===== src/rtl/ball_update_scheduler.sv =====
// ---------------------------------------------------------------------------
// ball_update_scheduler
// Frame-level sequencer for the bouncing-ball datapath. It counts down a
// startup period and then, on every unpaused frame tick, walks balls
// 0..BALLS-1. Each ball that is due at its own speed divisor is granted the
// shared update/collision datapath through a valid/ready handshake.
//
// Ports
//   clk         system/pixel clock
//   reset       asynchronous, active-high
//   frame_tick  single-cycle pulse, once per frame
//   pause       level, gates the start of new frame scans
//   speed       per-ball speed code, ball i at [2i+1:2i]; moves every code+1 frames
//   upd_ready   shared datapath accepts the current request
//   upd_valid   request to update ball upd_ball
//   upd_ball    index of the ball being updated
//   game_run    startup countdown has finished
//   busy        a frame scan is in progress
//   frame_done  one-cycle pulse after a frame scan completes
//   overrun     sticky, a frame tick arrived while a scan was in progress
// ---------------------------------------------------------------------------
module ball_update_scheduler #(
   parameter int unsigned BALLS          = 4,
   parameter int unsigned STARTUP_FRAMES = 255
) (
   input  logic               clk,
   input  logic               reset,
   input  logic               frame_tick,
   input  logic               pause,
   input  logic [2*BALLS-1:0] speed,
   input  logic               upd_ready,
   output logic               upd_valid,
   output logic [1:0]         upd_ball,
   output logic               game_run,
   output logic               busy,
   output logic               frame_done,
   output logic               overrun
);

   localparam int unsigned IDX_W     = 2;
   localparam int unsigned DIV_W     = 2;
   localparam int unsigned CNT_W     = 8;
   localparam int unsigned MAX_BALLS = 4;
   localparam int unsigned SPD_W     = DIV_W * MAX_BALLS;
   localparam logic [IDX_W-1:0] LAST_IDX = IDX_W'(BALLS - 1);

   typedef enum logic [1:0] {
      STARTUP = 2'd0,
      IDLE    = 2'd1,
      SCAN    = 2'd2,
      ISSUE   = 2'd3
   } state_t;

   state_t                            state, state_nxt;
   logic [IDX_W-1:0]                  idx, idx_nxt;
   logic [CNT_W-1:0]                  startup_cnt, startup_cnt_nxt;
   logic [MAX_BALLS-1:0][DIV_W-1:0]   div_cnt, div_cnt_nxt;
   logic                              upd_valid_nxt;
   logic [1:0]                        upd_ball_nxt;
   logic                              game_run_nxt;
   logic                              busy_nxt;
   logic                              frame_done_nxt;
   logic                              overrun_nxt;

   logic [SPD_W-1:0]                  speed_pad;
   logic [DIV_W-1:0]                  cur_div;
   logic [DIV_W-1:0]                  cur_spd;
   logic                              due;
   logic                              is_last;
   logic                              handshake;

   // Zero-pad the speed bus so unused ball slots read as code 0.
   assign speed_pad = SPD_W'(speed);
   assign cur_div   = div_cnt[idx];
   assign cur_spd   = speed_pad[{idx, 1'b0} +: DIV_W];
   assign due       = (cur_div == '0);
   assign is_last   = (idx == LAST_IDX);
   assign handshake = upd_valid && upd_ready;

   // State register and all registered outputs.
   always_ff @(posedge clk or posedge reset) begin
      if (reset) begin
         state       <= STARTUP;
         idx         <= '0;
         startup_cnt <= CNT_W'(STARTUP_FRAMES);
         div_cnt     <= '0;
         upd_valid   <= 1'b0;
         upd_ball    <= '0;
         game_run    <= 1'b0;
         busy        <= 1'b0;
         frame_done  <= 1'b0;
         overrun     <= 1'b0;
      end else begin
         state       <= state_nxt;
         idx         <= idx_nxt;
         startup_cnt <= startup_cnt_nxt;
         div_cnt     <= div_cnt_nxt;
         upd_valid   <= upd_valid_nxt;
         upd_ball    <= upd_ball_nxt;
         game_run    <= game_run_nxt;
         busy        <= busy_nxt;
         frame_done  <= frame_done_nxt;
         overrun     <= overrun_nxt;
      end
   end

   // Next-state and next-output logic.
   always_comb begin
      state_nxt       = state;
      idx_nxt         = idx;
      startup_cnt_nxt = startup_cnt;
      div_cnt_nxt     = div_cnt;
      upd_valid_nxt   = upd_valid;
      upd_ball_nxt    = upd_ball;
      overrun_nxt     = overrun;

      case (state)
         STARTUP: begin
            // Countdown ignores pause; the tick that ends it starts no scan.
            if (frame_tick) begin
               if (startup_cnt <= CNT_W'(1)) begin
                  startup_cnt_nxt = '0;
                  state_nxt       = IDLE;
               end else begin
                  startup_cnt_nxt = startup_cnt - CNT_W'(1);
               end
            end
         end

         IDLE: begin
            if (frame_tick && !pause) begin
               state_nxt = SCAN;
               idx_nxt   = '0;
            end
         end

         SCAN: begin
            if (frame_tick) begin
               overrun_nxt = 1'b1;
            end
            // >= lets a lowered speed code wrap the divisor back to zero.
            div_cnt_nxt[idx] = (cur_div >= cur_spd) ? '0 : cur_div + DIV_W'(1);
            if (due) begin
               state_nxt     = ISSUE;
               upd_valid_nxt = 1'b1;
               upd_ball_nxt  = idx;
            end else if (is_last) begin
               state_nxt = IDLE;
            end else begin
               idx_nxt = idx + IDX_W'(1);
            end
         end

         ISSUE: begin
            if (frame_tick) begin
               overrun_nxt = 1'b1;
            end
            if (handshake) begin
               upd_valid_nxt = 1'b0;
               if (is_last) begin
                  state_nxt = IDLE;
               end else begin
                  state_nxt = SCAN;
                  idx_nxt   = idx + IDX_W'(1);
               end
            end
         end

         default: begin
            state_nxt = STARTUP;
         end
      endcase

      game_run_nxt   = (state_nxt != STARTUP);
      busy_nxt       = (state_nxt == SCAN) || (state_nxt == ISSUE);
      frame_done_nxt = (state_nxt == IDLE) && ((state == SCAN) || (state == ISSUE));
   end

endmodule


===== config.mk =====
export PLATFORM = sky130hd
export DESIGN_NAME = ball_update_scheduler
export DESIGN_NICKNAME = d
export VERILOG_FILES = /design/src/rtl/ball_update_scheduler.sv
export SDC_FILE = /design/constraint.sdc
export NUM_CORES = 1
export LEC_CHECK = 0
export ABC_AREA = 1
export ABC_CLOCK_PERIOD_IN_PS = 1700
export CORE_MARGIN = 4
export CORE_UTILIZATION = 56
export CTS_CLUSTER_DIAMETER = 60
export DETAILED_ROUTE_END_ITERATION = 7
export DONT_BUFFER_PORTS = 1
export PLACE_DENSITY_LB_ADDON = 0.08
export SKIP_LAST_GASP = 1
export SYNTH_ARGS = -nofsm -noshare
export SYNTH_HDL_FRONTEND = slang
export SYNTH_SLANG_ARGS = --single-unit

===== constraint.sdc =====
create_clock -name clk -period 1.7 [get_ports clk]
set_input_delay 0.085 -clock clk [delete_from_list [all_inputs] [get_ports clk]]
set_output_delay 0.085 -clock clk [all_outputs]
set_load 0.03 [all_outputs]

==> results of run 1 <==
==> worst reg2reg max path: stages, from the launching register on <==
cell     delay (ps)
dfrtp_2         470
buf_6           140
nand2_1          50
nand3_1          80
nand2_2         120
ha_1            230
inv_1            50
nand2_1          60
a21oi_2         180
nand2_2         110
o21ai_1         130
==> synthesized netlist by cell type (all sizes together) <==
library cell / number
nand2: 58
inv: 23
nor2: 20
dfrtp: 18
nand3: 16
o21ai: 15
ha: 9
dfstp: 8
nand4: 5
a21oi: 4
buf: 2
o211ai: 2
a32o: 1
a32oi: 1
clkinv: 1
nor3: 1
o21bai: 1
o22ai: 1
xor2: 1
==> layer usage <==
metal | share of wire (%) | global-route usage [%] | up-vias
li1 | - | - | 644
met1 | 43 | 21.2 | 574
met2 | 53 | 32.9 | 18
met3 | 2.8 | 2.59 | 4
met4 | 0.77 | 5.06 | 0
met5 | 0 | 0 | -
==> path summary, 6_finish.rpt <==
check	from	to	slack, ps
max in group asynchronous	reset	startup_cnt[4]$_DFFE_PP1P_	820
max reg2reg	idx[0]$_DFFE_PP0P_	div_cnt[4]$_DFFE_PP0P_	20
max	idx[0]$_DFFE_PP0P_	div_cnt[4]$_DFFE_PP0P_	20
min reg2reg	startup_cnt[6]$_DFFE_PP1P_	startup_cnt[6]$_DFFE_PP1P_	490
min	frame_tick	startup_cnt[3]$_DFFE_PP1P_	40
min in group asynchronous	reset	idx[1]$_DFFE_PP0P_	240
==> sequential cells by signal (all words and copies together) (netlist names) <==
register     cells
busy             1
div_cnt          8
frame_done       1
game_run         1
idx              2
overrun          1
startup_cnt      8
state            1
upd_ball         2
upd_valid        1
==> area by class of cell <==
| cell class | instances | area, um^2 | area share [%] |
|---|---|---|---|
| multi-input cells | 135 | 757 | 44.1 |
| flip-flops and latches | 26 | 662 | 38.5 |
| repair buffers | 15 | 130 | 7.57 |
| inverters | 24 | 95.1 | 5.54 |
| well taps | 30 | 37.5 | 2.18 |
| clock buffers | 4 | 36.3 | 2.11 |
==> power groups by stage <==
| stage | clock [mW] | combinational [mW] | sequential (mW) |
|---|---|---|---|
| floorplan | 0 | 1.40 | 1.20 |
| global placement | 0 | 1.72 | 1.22 |
| detailed placement | 0 | 1.76 | 1.23 |
| CTS | 0.315 | 1.80 | 1.22 |
| global route | 0.341 | 2.28 | 1.27 |
| finish | 0.299 | 2.02 | 1.23 |
==> cells by family (layout without fill, tap and decap cells) <==
kind of cell	after synthesis	after routing
adder cells (fa/ha/maj)	9	9
buffers and inverters	26	43
AND/OR/NAND/NOR	100	100
flip-flops	26	26
XOR/XNOR	1	1
AO/OA/AOI/OAI	25	25
==> per-stage QoR <==
step | instances | setup slack (ps) | power, mW
floorplan | 187 | -2.33 | 2.61
global placement | 222 | 75.2 | 2.94
detailed placement | 222 | -68.7 | 2.99
CTS | 231 | -0.722 | 3.33
global route | 234 | -84.2 | 3.89
finish | 234 | 23.7 | 3.55
==> repair_timing <==
action | 4_1_cts | 5_1_grt
endpoints found under the hold margin | 18 | 0
setup endpoints to repair | 6 | 13
setup buffers | 1 | 3
pin swaps | 0 | 4
hold buffers | 4 | 0
gates resized for setup | 2 | 15
==> cell usage in the layout (no fill, tap or decap), drive strengths merged <==
| master | netlist | routed |
|---|---|---|
| dfrtp | 18 | 18 |
| dfstp | 8 | 8 |
| o21ai | 15 | 15 |
| buf | 2 | 11 |
| a21oi | 4 | 4 |
| xor2 | 1 | 1 |
| ha | 9 | 9 |
| nand2 | 58 | 58 |
| o21bai | 1 | 1 |
| dlygate4sd3 | 0 | 4 |
| a32o | 1 | 1 |
| o211ai | 2 | 2 |
| nor3 | 1 | 1 |
| nor2 | 20 | 20 |
| clkbuf | 0 | 4 |
| nand3 | 16 | 16 |
| nand4 | 5 | 5 |
| o22ai | 1 | 1 |
| inv | 23 | 24 |
| a32oi | 1 | 1 |
==> summary.txt, run 1 <==
STA
  • Setup TNS: 0 ps
  • Final Setup Violations: 0
  • Actual slew at the worst max-slew pin: 507 ps
  • Clock skew: 6.28 ps
  • Fin Hold WS: 38.0 ps
  • Max Clk Rate: 0.597 GHz
  • Slew HR: 66.1%
  • Final Hold Viols: 0
  • RSZ-0062 raised after global routing: true
  • Final period util: 98.6%
  • Pins Over Slew Limit: 0
  • Final Critical Period: 1680 ps

Detailed routing
  • Via density: 5.30
  • Vias: 1240
  • Initial drt markers: 53
  • Drc violations: 0
  • WL per Instance: 12.7 um
  • Routed wire length: 2980 um
  • Drt pass-1 iters: 4
  • Antenna-violating nets left: 0

Logic synthesis
  • Distinct cell type count after synthesis: 28
  • Syn Inst Count: 187
  • Synth warnings: 0
  • Synthesized flop and latch total: 26
  • Syn avg cell area: 8.00 um^2
  • Post-synthesis adder-cell area fraction: 7.53%
  • Cell Area, Synth: 0.00150 mm^2
  • Post-Synth Simple-Gate Area: 30.5%
  • Largest family of logic cells by synthesized area: simple AND/OR/NAND/NOR gates
  • Compound-gate portion of the synthesized area: 9.87%
  • Net Count, Synth: 209
  • Synth top area cells: dfrtp_1, dfstp_2, nand2_1, ha_1, inv_1
  • Share of the synthesized area in the top cell type: 30.1%
  • Sequential-to-total area share from yosys stat: 44.2%
  • Leading area contributor after synthesis: dfrtp_1
  • Mux cell area share after synthesis: 0%
  • Post-synthesis xor/xnor area fraction: 0.586%

Floorplan
  • Core area: 0.00252 mm^2
  • Core Rows: 18
  • Die span in x: 59.7 um
  • Starting density of the core: 59.3%
  • Die Area: 0.00356 mm^2
  • Io pins: 20
  • Die Y: 59.7 um

Hold path
  • HP Class: in -> reg
  • Hold depth: 4

Power
  • Flop pwr share: 34.6%
  • PwrDens: 2070 mW/mm^2
  • Psw: 1.69 mW
  • Clock network power share: 8.4%
  • Peak VDD IR: 1310 uV
  • Leakage dissipation: 0.846 nW
  • Comb power frac: 57.0%
  • Sw Share: 47.7%
  • Internal cell power: 1.86 mW

Setup path
  • Crit path kind: reg -> reg
  • Crit. End Element: flip-flop
  • Worst Reg-to-Reg Cells: 10
  • Max incr delay on CP: 470 ps
  • CP top delay family: flip-flops
  • Slowest stage cell, crit path: dfrtp_2
  • Max FO, Critical Path: 5
  • CP Data Arrival Time: 1920 ps
  • Critical Path Start Type: flip-flop
  • WP buf/inv: 2
  • Crit-path cells: buf_6 -> nand2_1 -> nand3_1 -> nand2_2 -> ha_1 -> inv_1 -> nand2_1 -> a21oi_2 -> nand2_2 -> o21ai_1
  • Critical Path RT: 1940 ps
  • Levels on crit path: 10

Cells and area
  • Share of layout cells above drive strength 1: 24.0%
  • Final #Nets: 227
  • Final core occ: 68.1%
  • FILL cells: 200
  • ANT cells: 0
  • Final Instance Area: 0.00172 mm^2
  • Area Overhead vs Synth: 14.9%

Place
  • Post-DP HPWL: 2200 um
  • Routability Congestion: 0.884
  • Cell Area, Placed: 0.00157 mm^2
  • # port buffers: 0

GRT
  • Global route overflow: 0
  • First-pass GRT wire length: 4910 um
  • Total global-route track usage: 17.8%
  • Pin count of the biggest net entering global routing: 15
  • Initial antenna violation count: 0
  • Vias in the first global route: 1180

Outcome
  • Status: complete, no violations

Clock tree
  • TritonCTS clock tree: built
  • Clock sink total: 26
  • Clock latency on the worst-skew pair: 310 ps
  • Total CTS buffers: 3
  • Clock-pin slew on the worst setup and hold paths: 140 ps
  • # H-tree levels: 1
  • Clock Tree Root: clkbuf_4
  • CTS max path bufs: 2

Run
  • MaxCap Viol Count: 0
Note: power is estimated with default switching activity, not from simulation.
==> inputs of run 2 (changes only) <==
REMOVE_ABC_BUFFERS = 1   (was not set)
==> run 2 against run 1 <==
  * Highest routed layer unchanged
  * Flip-flop and latch count stayed put
  * Sequential power hardly changed
  * Non-clock buffer count is 2 lower
  * First-iteration DRC count rose by 9.4%
  * Count of clock-buffer cells in the layout unchanged
  * Critical path type unchanged
  * Largest power group unchanged
  * Die area unchanged
  * Critical path depth decreased by 1
  * Clock skew fell by 1.7 ps
  * The run now ends with negative setup slack left
  * Sequential share of layout area is essentially flat
  * Hold slack lost 27 ps
  * Global-route usage up 0.89 points
==> summary.txt, run 2 (synthesized netlist as in run 1, its figures left out) <==
Setup path
  • Max incr delay on CP: 470 ps
  • Worst reg2reg setup slack: -70 ps
  • Crit-path cells: buf_6 -> o21ai_2 -> o22ai_1 -> ha_1 -> inv_1 -> nand2_1 -> a21oi_2 -> nand2_2 -> o21ai_2
  • Critical Path RT: 1950 ps
  • CP top delay family: compound AO/OA/AOI/OAI gates
  • Crit. End Element: flip-flop
  • WP buf/inv: 2
  • Crit path kind: reg -> reg
  • Slowest stage cell, crit path: dfrtp_2
  • CP Data Arrival Time: 2020 ps
  • Most used cell, CP: o21ai_2
  • Max FO, Critical Path: 5
  • Critical Path Start Type: flip-flop

Cells and area
  • Share of layout cells above drive strength 1: 26.2%
  • ANT cells: 0
  • Commonest non-fill, non-tap cell in the layout: nand2_1
  • Biggest regs: div_cnt (8), startup_cnt (8)
  • Final #Nets: 225
  • Most frequent cells in the layout: nand2_1, inv_1, nor2_1, dfrtp_1, nand3_1
  • Final core occ: 68.2%
  • Area Overhead vs Synth: 15.0%

Clock tree
  • # H-tree levels: 1
  • CTS max path bufs: 2
  • Clock-pin slew on the worst setup and hold paths: 140 ps
  • Total CTS buffers: 3
  • Clock latency on the worst-skew pair: 320 ps
  • Clock Tree Root: clkbuf_4
  • Clock sink total: 26
  • TritonCTS clock tree: built

Detailed routing
  • Routed wire length: 3100 um
  • Via density: 5.52
  • Vias: 1280
  • Initial drt markers: 58
  • Antenna-violating nets left: 0
  • Drt pass-1 iters: 4
  • WL per Instance: 13.4 um
  • Drc violations: 0

STA
  • Final period util: 104%
  • Clock skew: 4.60 ps
  • RSZ-0062 raised after global routing: true
  • Final Critical Period: 1770 ps
  • Final Setup Violations: 8
  • Actual slew at the worst max-slew pin: 328 ps
  • Slew HR: 78.2%
  • Setup TNS: -333 ps
  • PnR worst setup slack: -71.5 ps
  • Fin Hold WS: 10.8 ps
  • Max Clk Rate: 0.565 GHz
  • Final Hold Viols: 0
  • Pins Over Slew Limit: 0

Hold path
  • HP Class: in -> reg

GRT
  • Initial antenna violation count: 0
  • Pin count of the biggest net entering global routing: 27
  • First-pass GRT wire length: 5060 um
  • Vias in the first global route: 1172
  • Total global-route track usage: 18.7%
  • Global route overflow: 0

Floorplan
  • Starting density of the core: 59.3%
  • Core Rows: 18
  • Die Area: 0.00356 mm^2
  • Die Y: 59.7 um
  • Die span in x: 59.7 um
  • Io pins: 20
  • Core area: 0.00252 mm^2

Outcome
  • Status: finished with violations
  • Failing checks: negative setup slack

Power
  • Leakage dissipation: 0.843 nW
  • PwrDens: 2090 mW/mm^2
  • Peak VDD IR: 1300 uV

Place
  • Routability Congestion: 0.878
  • # port buffers: 0
  • Post-DP HPWL: 2160 um

Run
  • MaxCap Viol Count: 0
[run 2: repair_timing]
action	in CTS	in global routing
setup buffers	1	0
resized for setup	8	19
hold endpoints to repair	32	0
hold buffers	3	0
endpoints found under the setup margin	12	15
pin swaps	2	4
[run 2: path summary, 6_finish.rpt]
check,cells after the start,start,end
min in group asynchronous,3,reset,overrun$_DFFE_PP0P_
max in group asynchronous,3,reset,startup_cnt[7]$_DFFE_PP1P_
worst max-delay path,9,idx[0]$_DFFE_PP0P_,div_cnt[5]$_DFFE_PP0P_
worst min-delay path,2,frame_tick,busy$_DFF_PP0_
worst min register to register,2,startup_cnt[6]$_DFFE_PP1P_,startup_cnt[6]$_DFFE_PP1P_
worst max register to register,9,idx[0]$_DFFE_PP0P_,div_cnt[5]$_DFFE_PP0P_
[run 2: cell type report]
class                   count  area (um^2)
well taps                  30         37.5
inverters                  24         98.8
flip-flops and latches     26          662
fillers                   207          803
multi-input cells         135          772
clock buffers               4         36.3
repair buffers             13          113
[run 2: power breakdown]
| group | switching (mW) | total (mW) | internal, mW |
|---|---|---|---|
| clock | 0.180 | 0.311 | 0.131 |
| sequential | 0.302 | 1.23 | 0.929 |
| combinational | 1.26 | 2.06 | 0.798 |
| total | 1.74 | 3.60 | 1.86 |
[run 2: stage by stage]
stage | total power [mW] | setup slack (ps) | std cells | instance area, um^2
finish | 3.60 | -71.5 | 232 | 1720
global route | 3.96 | -158 | 232 | 1720
CTS | 3.44 | 1.86 | 232 | 1660
detailed placement | 3.02 | -175 | 224 | 1580
global placement | 2.96 | -68.0 | 224 | 1580
floorplan | 2.52 | 4.78 | 185 | 1480
[run 2: per-layer routing]
metal / GRT usage [%] / vias up / wire (um) / share of wire (%)
met2: 28.9 / 44 / 1510 / 49
li1: - / 637 / - / -
met4: 5.70 / 0 / 53 / 1.7
met5: 0 / - / 0 / 0
met1: 27.3 / 592 / 1380 / 45
met3: 2.59 / 7 / 161 / 5.2
[run 2: worst register-to-register path, delay by kind of cell, from the launching register on]
| family | cells | cell delay [ps] |
|---|---|---|
| fa+ha+maj | 1 | 280 |
| simple gates | 2 | 180 |
| buf+inv | 2 | 190 |
| flops | 1 | 470 |
| compound gates | 4 | 570 |
==> inputs of run 3 (changes only) <==
ABC_AREA = 0   (was 1)
==> run 3 against run 2 <==
  * The flow still finishes with violations (negative setup slack)
  * Power decreased by 9.3%
  * Via count decreased by 18%
  * Routed wire length decreased by 7.6%
  * Combinational power decreased by 11%
  * Hold slack improved by 11 ps
  * Highest routed layer unchanged
==> summary.txt, run 3 <==
Power
  • Peak VDD IR: 1650 uV
  • Leakage dissipation: 0.805 nW
  • PwrDens: 1850 mW/mm^2

Logic synthesis
  • Synthesized flop and latch total: 26
  • Synth top cells by count: nand2_1, dfrtp_1, o21ai_0
  • Most common cell in the netlist: nand2_1
  • Number of synthesized flops with an enable pin: 0
  • Synth top area cells: dfrtp_1, dfstp_2, ha_1, nand2_1, mux4_2
  • Sequential-to-total area share from yosys stat: 45.5%
  • Fraction of registers with async set/reset: 100%
  • Distinct cell type count after synthesis: 37
  • Leading area contributor after synthesis: dfrtp_1
  • Primary FF master, synth: dfrtp_1
  • Syn avg cell area: 10.6 um^2
  • Cell Area, Synth: 0.00145 mm^2
  • Syn Inst Count: 137
  • Share of the synthesized area in the top cell type: 31.0%
  • Synth warnings: 0

Cells and area
  • Area Overhead vs Synth: 21.8%
  • Final #Nets: 183
  • FILL cells: 192
  • Most frequent cells in the layout: nand2_1, dfrtp_1, buf_4
  • Final std cells w/o fill: 190
  • Commonest non-fill, non-tap cell in the layout: nand2_1
  • Share of layout cells above drive strength 1: 40.6%
  • Biggest regs: div_cnt (8), startup_cnt (8)
  • ANT cells: 0
  • Final Instance Area: 0.00177 mm^2

STA
  • Clock skew: 0.830 ps
  • Final Setup Violations: 16
  • Final Critical Period: 1970 ps
  • PnR worst setup slack: -271 ps
  • Actual slew at the worst max-slew pin: 443 ps
  • RSZ-0062 raised after global routing: true
  • Max Clk Rate: 0.507 GHz
  • Setup TNS: -2700 ps
  • Final Hold Viols: 0
  • Slew HR: 70.3%
  • Final period util: 116%
  • Pins Over Slew Limit: 0

Clock tree
  • Clock latency on the worst-skew pair: 310 ps
  • TritonCTS clock tree: built
  • Total CTS buffers: 3
  • CTS max path bufs: 2
  • # H-tree levels: 1
  • Clock Tree Root: clkbuf_4
  • Clock-pin slew on the worst setup and hold paths: 140 ps
  • Clock sink total: 26

Detailed routing
  • Drt pass-1 iters: 4
  • Antenna-violating nets left: 0
  • Via density: 5.49
  • Drc violations: 0
  • WL per Instance: 15.1 um
  • Routed wire length: 2870 um
  • Vias: 1044
  • Initial drt markers: 49

Setup path
  • Crit-path cells: mux4_2 -> ha_4 -> nand2b_4 -> a21oi_2 -> and2_4 -> mux2_4
  • Critical Path RT: 1920 ps
  • Max incr delay on CP: 560 ps
  • Max FO, Critical Path: 5
  • CP Data Arrival Time: 2190 ps
  • Critical Path Start Type: flip-flop
  • Slowest stage cell, crit path: mux4_2
  • Crit. End Element: flip-flop
  • Crit path kind: reg -> reg

GRT
  • Initial antenna violation count: 0
  • Total global-route track usage: 18.3%
  • Met3 Use GR: 3.29%
  • First-pass GRT wire length: 4820 um
  • Global routing usage on met2: 33.4%
  • Pin count of the biggest net entering global routing: 27
  • GR met1 Demand/Resource: 21.5%
  • Global route overflow: 0
  • GRT busiest layer: met2
  • Vias in the first global route: 1087

Outcome
  • Failing checks: negative setup slack
  • Status: finished with violations

Floorplan
  • Starting density of the core: 58.6%
  • Io pins: 20
  • Die Area: 0.00347 mm^2
  • Die span in x: 58.9 um
  • Core Rows: 18
  • Die Y: 58.9 um
  • Core area: 0.00248 mm^2

Place
  • Routability Congestion: 0.839
  • Placed insts: 179
  • Post-DP HPWL: 2140 um
  • Cell Area, Placed: 0.00157 mm^2
  • # port buffers: 0

Run
  • MaxCap Viol Count: 0

Hold path
  • HP Class: in -> reg
run 3: layer usage:
metal  up-vias  routed length [um]
li1        527                   -
met1       499                1180
met2        16                1550
met3         2                 115
met4         0                  21
met5         -                   0
run 3: final cells by class:
class	instances	area, um^2	share of cell area, %
well taps	30	37.5	2.12
repair buffers	22	190	10.8
inverters	10	37.5	2.12
clock buffers	4	36.3	2.05
multi-input cells	98	805	45.5
flip-flops and latches	26	662	37.4
run 3: timing repair:
action                                  4_1_cts  5_1_grt
hold buffers                                  4        0
endpoints found under the setup margin       18       19
gates resized for setup                      17       12
buffers inserted                              3        0
hold endpoints to repair                     31        0
pin swaps                                    10        7
run 3: metrics by stage:
step	worst slack [ps]	power [mW]	utilization, %	hold slack [ps]
2_1_floorplan	-322	1.98	-	119
3_3_place_gp	-281	2.39	63.5	43.8
3_5_place_dp	-401	2.49	63.5	49.6
4_1_cts	-272	3.15	69.8	4.47
5_1_grt	-322	3.51	71.4	23.9
6_report	-271	3.27	71.4	22.1
run 3: final timing paths:
kind / from / to / slack [ps] / depth (start not counted)
max in group asynchronous: reset / startup_cnt[1]$_DFFE_PP1P_ / 1170 / 3
worst min-delay path: pause / busy$_DFF_PP0_ / 20 / 3
min in group asynchronous: reset / div_cnt[7]$_DFFE_PP0P_ / 240 / 3
worst min register to register: startup_cnt[5]$_DFFE_PP1P_ / startup_cnt[5]$_DFFE_PP1P_ / 520 / 2
worst max register to register: idx[0]$_DFFE_PP0P_ / div_cnt[5]$_DFFE_PP0P_ / -270 / 6
worst max-delay path: idx[0]$_DFFE_PP0P_ / div_cnt[5]$_DFFE_PP0P_ / -270 / 6
run 3: logic make-up (layout without fill, tap and decap cells):
group	count (synthesis)	after routing	synth area share, %
adders and majority gates	9	9	7.76
muxes	14	14	13.9
and+or+nand+nor	50	50	17.9
buffers and inverters	13	36	4.48
AOI/OAI and AO/OA	25	25	10.4
DFF	26	26	45.5
run 3: critical path: cells and delay by family, from the launching register on:
family / cells / cell delay (ps)
fa+ha+maj: 1 / 290
simple gates: 2 / 250
compound gates: 1 / 50
mux: 2 / 820
flops: 1 / 460
run 3: power by group:
group | internal, mW | leakage (nW) | switching, mW
logic | 1.04 | 0.483 | 0.796
registers | 0.848 | 0.300 | 0.276
clock network | 0.131 | 0.0210 | 0.180
